[src/rtl/mem256x16_burst_ctrl.sv]
// Burst initiator for a 256x16 single-port RAM with asynchronous read.
// Optional readback check enabled by defining MEM_BURST_VERIFY_EN.
module mem256x16_burst_ctrl #(
  parameter int DW = 16,
  parameter int AW = 8
) (
  input  logic          clk,
  input  logic          rst_n,
  input  logic          cmd_valid,
  output logic          cmd_ready,
  input  logic          cmd_we,
  input  logic [AW-1:0] cmd_addr,
  input  logic [AW-1:0] cmd_len,
  input  logic          wr_valid,
  output logic          wr_ready,
  input  logic [DW-1:0] wr_data,
  output logic          rd_valid,
  input  logic          rd_ready,
  output logic [DW-1:0] rd_data,
  output logic          busy,
  output logic          done,
  output logic          verify_err,
  output logic          mem_WEn,
  output logic [AW-1:0] mem_addr,
  output logic [DW-1:0] mem_data,
  input  logic [DW-1:0] mem_qout
);

  typedef enum logic [2:0] {
    IDLE,
    WR,
    WR_FLUSH,
    RD_CAP,
    RD_HOLD,
`ifdef MEM_BURST_VERIFY_EN
    VERIFY,
`endif
    DONE
  } state_t;

  state_t        state;
  logic [AW-1:0] ptr;
  logic [AW-1:0] count;

`ifdef MEM_BURST_VERIFY_EN
  logic [AW-1:0] start_addr;
  logic [AW-1:0] burst_len;
  logic [DW-1:0] wr_xor;
  logic [DW-1:0] rd_xor;
`else
  assign verify_err = 1'b0;
`endif

  // Handshake and status outputs are pure decodes of the state register.
  assign cmd_ready = (state == IDLE);
  assign wr_ready  = (state == WR);
  assign busy      = (state != IDLE);
  assign done      = (state == DONE);

  // NOTE: sequential state uses non-blocking assignments only; the async reset
  // clears every register here (the RAM itself lives outside this block).
  always_ff @(posedge clk or negedge rst_n) begin
    if (!rst_n) begin
      state    <= IDLE;
      ptr      <= '0;
      count    <= '0;
      mem_WEn  <= 1'b0;
      mem_addr <= '0;
      mem_data <= '0;
      rd_valid <= 1'b0;
      rd_data  <= '0;
`ifdef MEM_BURST_VERIFY_EN
      start_addr <= '0;
      burst_len  <= '0;
      wr_xor     <= '0;
      rd_xor     <= '0;
      verify_err <= 1'b0;
`endif
    end else begin
      case (state)
        IDLE: begin
          if (cmd_valid) begin
            mem_addr <= cmd_addr;
            ptr      <= cmd_addr;
            count    <= cmd_len;
            state    <= cmd_we ? WR : RD_CAP;
`ifdef MEM_BURST_VERIFY_EN
            start_addr <= cmd_addr;
            burst_len  <= cmd_len;
            wr_xor     <= '0;
            rd_xor     <= '0;
            verify_err <= 1'b0;
`endif
          end
        end
        WR: begin
          if (wr_valid) begin
            mem_data <= wr_data;
            mem_WEn  <= 1'b1;
            mem_addr <= ptr;
            ptr      <= ptr + 1'b1;
`ifdef MEM_BURST_VERIFY_EN
            wr_xor   <= wr_xor ^ wr_data;
`endif
            if (count == '0) state <= WR_FLUSH;
            else             count <= count - 1'b1;
          end else begin
            mem_WEn <= 1'b0;
          end
        end
        // The last beat commits at this edge; the RAM samples the old address.
        WR_FLUSH: begin
          mem_WEn <= 1'b0;
`ifdef MEM_BURST_VERIFY_EN
          mem_addr <= start_addr;
          count    <= burst_len;
          state    <= VERIFY;
`else
          state    <= DONE;
`endif
        end
        RD_CAP: begin
          rd_data  <= mem_qout;
          rd_valid <= 1'b1;
          state    <= RD_HOLD;
        end
        RD_HOLD: begin
          if (rd_ready) begin
            rd_valid <= 1'b0;
            mem_addr <= mem_addr + 1'b1;
            if (count == '0) begin
              state <= DONE;
            end else begin
              count <= count - 1'b1;
              state <= RD_CAP;
            end
          end
        end
`ifdef MEM_BURST_VERIFY_EN
        // Reread one address per cycle and fold it into the readback checksum.
        VERIFY: begin
          rd_xor   <= rd_xor ^ mem_qout;
          mem_addr <= mem_addr + 1'b1;
          if (count == '0) begin
            if ((rd_xor ^ mem_qout) != wr_xor) verify_err <= 1'b1;
            state <= DONE;
          end else begin
            count <= count - 1'b1;
          end
        end
`endif
        DONE:    state <= IDLE;
        default: state <= IDLE;
      endcase
    end
  end

endmodule

[config.mk]
export PLATFORM = sky130hd
export DESIGN_NAME = mem256x16_burst_ctrl
export DESIGN_NICKNAME = d
export VERILOG_FILES = /design/src/rtl/mem256x16_burst_ctrl.sv
export SDC_FILE = /design/constraint.sdc
export NUM_CORES = 1
export LEC_CHECK = 0
export ABC_AREA = 0
export BUFFER_PORTS_ARGS = -buffer_cell sky130_fd_sc_hd__buf_4
export CAP_MARGIN = 20
export CORE_MARGIN = 2
export CORE_UTILIZATION = 29
export CTS_CLUSTER_DIAMETER = 60
export CTS_CLUSTER_SIZE = 25
export DETAILED_ROUTE_END_ITERATION = 12
export PLACE_DENSITY = 0.58
export SKIP_CTS_REPAIR_TIMING = 1
export SLEW_MARGIN = 20
export SYNTH_ARGS = -nofsm -noshare
export SYNTH_HDL_FRONTEND = slang
export SYNTH_SLANG_ARGS = --single-unit
[constraint.sdc]
create_clock -name clk -period 4.51 [get_ports clk]
set_input_delay 1.1275 -clock clk [delete_from_list [all_inputs] [get_ports clk]]
set_output_delay 1.1275 -clock clk [all_outputs]
set_load 0.05 [all_outputs]
==> flow_summary.yaml <==
floorplan:
  core_area_um2: 10800
  fp.dieW_um: 110
  ios: 101
  die_area_um2: 12000
  placementRows: 38
  start_util: 0.298
  die_height_um: 110
power:
  power.density_nw_per_um2: 942
  switchingPower_mw: 1.99
  seqPwrFrac: 0.275
  combinationalPowerShare: 0.585
  power.total_mw: 4.00
  intPower_mw: 2.01
  p_leak_nw: 1.88
  irDropWorstVdd_v: 0.000402
  power.share.clock: 0.140
  swShare: 0.497
route:
  wl_met3_um: 578
  vias: 2664
  wire_per_inst_um: 16.0
  met1_length_um: 3650
  drt_iter0_drc: 73
  dr.pass1.iters: 4
  finalWirelength_um: 8410
  wl_met2_um: 4030
  viasPerCell: 5.06
  drc: 0
  top_layer_used: "met4"
  ant_nets: 0
worst_setup_path:
  crit_path_cell_trace: "or3b_4 > clkinv_2 > buf_4"
  critPathArrivalTime_ns: 2.18
  reg2reg_from: "state[0]$_DFFE_PN0P_"
  cp-start-kind: "flip-flop"
  slowest_delay_ns: 0.86
  endpoint_kind: "output port"
  crit_path_top_delay_cell: "dfrtp_1"
  worst-setup-path-type: "flip-flop to output port"
  worstPathRequired_ns: 3.38
  crit_family: "flip-flops"
  path_buf_inv: 2
  critPathMaxFanout: 29
  critPathLaunch: "state[1]$_DFFE_PN0P_"
logic_synthesis:
  syn_avg_cell_area_um2: 11.2
  ys_seq_elements: 61
  ys_warn_count: 0
  syn-num-nets: 347
  synth_ff_type: "dfrtp_1"
  seq_area_frac_synth: 0.473
  syn_inst: 289
  synth_edf_count: 0
  syn_area_um2: 3230
  async_flop_share: 1.00
  yosysUniqueCellTypes: 59
clock_network:
  cts_max_path_buffers: 2
  cts.sinks: 61
  clk_pin_slew_worst_paths_ns: 0.08
  cts_buffers: 9
  clock-root-buffer: "clkbuf_8"
  h-tree-depth: 3
  cts_tree: "done"
  clkLatencyLatePin_ns: 0.35
timing:
  fmax_mhz: 302
  setup_viol: 0
  clock_skew_ns: 0.0105
  final.setup.tns_ns: 0
  drv_slew: 0
  worst_pin_slew_ns: 0.782
  finalHoldViolations: 0
  rsz0062_at_grt: "false"
  period_needed_ns: 3.31
  finalCritPeriodShare: 0.734
  relSlewSlack: 0.478
global_routing:
  grt_first_pass_wirelength_um: 13600
  antenna_found_initial: 0
  grt_max_degree: 62
  grt_pass1_vias: 2719
  track_usage: 0.149
  overflow: 0
placement:
  placed_cell_area_um2: 4020
  hpwl_um: 5920
  port_buffers: 99
  routabilityCongestion: 0.822
  dp.cells: 510
finish:
  n_antenna_cell: 0
  area_growth_pct: 31.5
  fin_area_um2: 4250
  fillers: 1078
  drive_gt1_frac: 0.425
  fin_nets: 439
  instances_no_fill: 526
flow_run:
  cap_violations: 0
run_status:
  status: "complete, no violations"
min_path:
  min_from: "mem_data[13]$_DFFE_PN0P_"
  hold_class: "flip-flop to flip-flop"
==> area by class of cell <==
| cell class | instances | area [um2] | share of cell area |
|---|---|---|---|
| Multi-Input combinational cell | 199 | 1540 | 0.361 |
| Sequential cell | 61 | 1530 | 0.359 |
| Timing Repair Buffer | 99 | 743 | 0.175 |
| Tap cell | 140 | 175 | 0.0412 |
| Clock buffer | 11 | 141 | 0.0333 |
| Clock inverter | 5 | 83.8 | 0.0197 |
| Inverter | 11 | 42.5 | 0.0100 |
==> Yosys cell counts (all sizes together), types with 4 or more instances <==
cell / number / share of area
a21oi: 18 / 0.030
o2bb2ai: 8 / 0.024
inv: 10 / 0.012
dfrtp: 61 / 0.47
a211oi: 6 / 0.014
nor3: 10 / 0.015
nand3: 15 / 0.023
nor4: 4 / 0.0097
a2bb2oi: 6 / 0.018
o22ai: 8 / 0.015
a22oi: 4 / 0.0093
o21ai: 12 / 0.020
nand2: 22 / 0.028
nor2: 5 / 0.0066
or3b: 4 / 0.012
buf: 15 / 0.035
ha: 4 / 0.015
mux2: 33 / 0.13
a221oi: 4 / 0.011
==> flip-flops by register name, indices dropped and copies added, names as in the netlist <==
name and cells:
mem_data 16, count 8, rd_data 16, rd_valid 1, ptr 8, state 3, mem_addr 8, mem_WEn 1
==> metrics by stage <==
step	hold WS, ns	utilization	setup slack [ns]
after global routing	0.528	0.392	1.04
after global placement	0.490	0.371	1.66
after CTS	0.511	0.392	1.22
after floorplan	0.500	-	0.976
final	0.514	0.392	1.20
after detailed placement	0.495	0.371	1.61
==> metal layers <==
layer,up-vias,GRT usage
li1,1266,-
met1,1292,0.181
met2,91,0.243
met3,15,0.0504
met4,0,0.0570
met5,-,0
==> path summary, 6_finish.rpt <==
check,endpoint,depth (start not counted),slack (ns)
setup reg to reg,rd_data[7]$_DFFE_PN0P_,3,1.97
hold / removal,mem_data[13]$_DFFE_PN0P_,1,0.51
hold reg to reg,mem_data[13]$_DFFE_PN0P_,1,0.51
max in group asynchronous,mem_data[9]$_DFFE_PN0P_,1,3.14
setup / recovery,wr_ready,3,1.20
min in group asynchronous,count[4]$_DFFE_PN0P_,1,0.86
==> worst register-to-register path, delay by kind of cell (launching register included) <==
family	cells	cell delay (ns)
mux	1	0.47
simple gates	2	1.28
flops	1	0.67
==> cell usage in the layout, fill, tap and decap left out, types with 2 or more instances in the layout <==
cell and instances:
o31ai_1 2, a32oi_1 2, a222oi_1 2, nor2_1 4
inv_1 10, a21oi_2 2, o32ai_1 2, clkbuf_8 10
o211ai_1 3, buf_4 99, a22oi_1 4, nand2_1 21
nor4_1 3, mux2_4 10, mux2i_1 3, o21ai_0 11
ha_1 4, a221oi_1 4, dfrtp_1 61, nor3_1 10
a21oi_1 16, a211oi_1 6, clkinvlp_4 2, bufinv_16 2
or2_2 2, o2bb2ai_1 7, a2bb2oi_1 5, mux2_2 23
nor3b_1 3, nand3_1 15, o22ai_1 8, nand2b_1 2
or3b_2 2
==> logic make-up (layout without fill, tap and decap cells) <==
| kind of cell | count (synthesis) | count (layout) | synth area share |
|---|---|---|---|
| AOI/OAI and AO/OA | 83 | 83 | 0.190 |
| xor gates and xnor gates | 2 | 2 | 0.0112 |
| adders and majority gates | 4 | 4 | 0.0155 |
| buffers and inverters | 29 | 126 | 0.0519 |
| DFF | 61 | 61 | 0.473 |
| muxes | 36 | 36 | 0.136 |
| other | 1 | 1 | 0.00116 |
| and+or+nand+nor | 73 | 73 | 0.122 |
==> power groups by stage <==
stage | clock, mW | sequential (mW) | combinational, mW
after detailed placement | 0 | 1.10 | 2.35
after floorplan | 0 | 1.68 | 1.18
after CTS | 0.580 | 1.10 | 2.35
after global placement | 0 | 1.09 | 2.32
after global routing | 0.605 | 1.15 | 2.51
final | 0.562 | 1.10 | 2.34
Note: power is estimated with default switching activity, not from simulation.
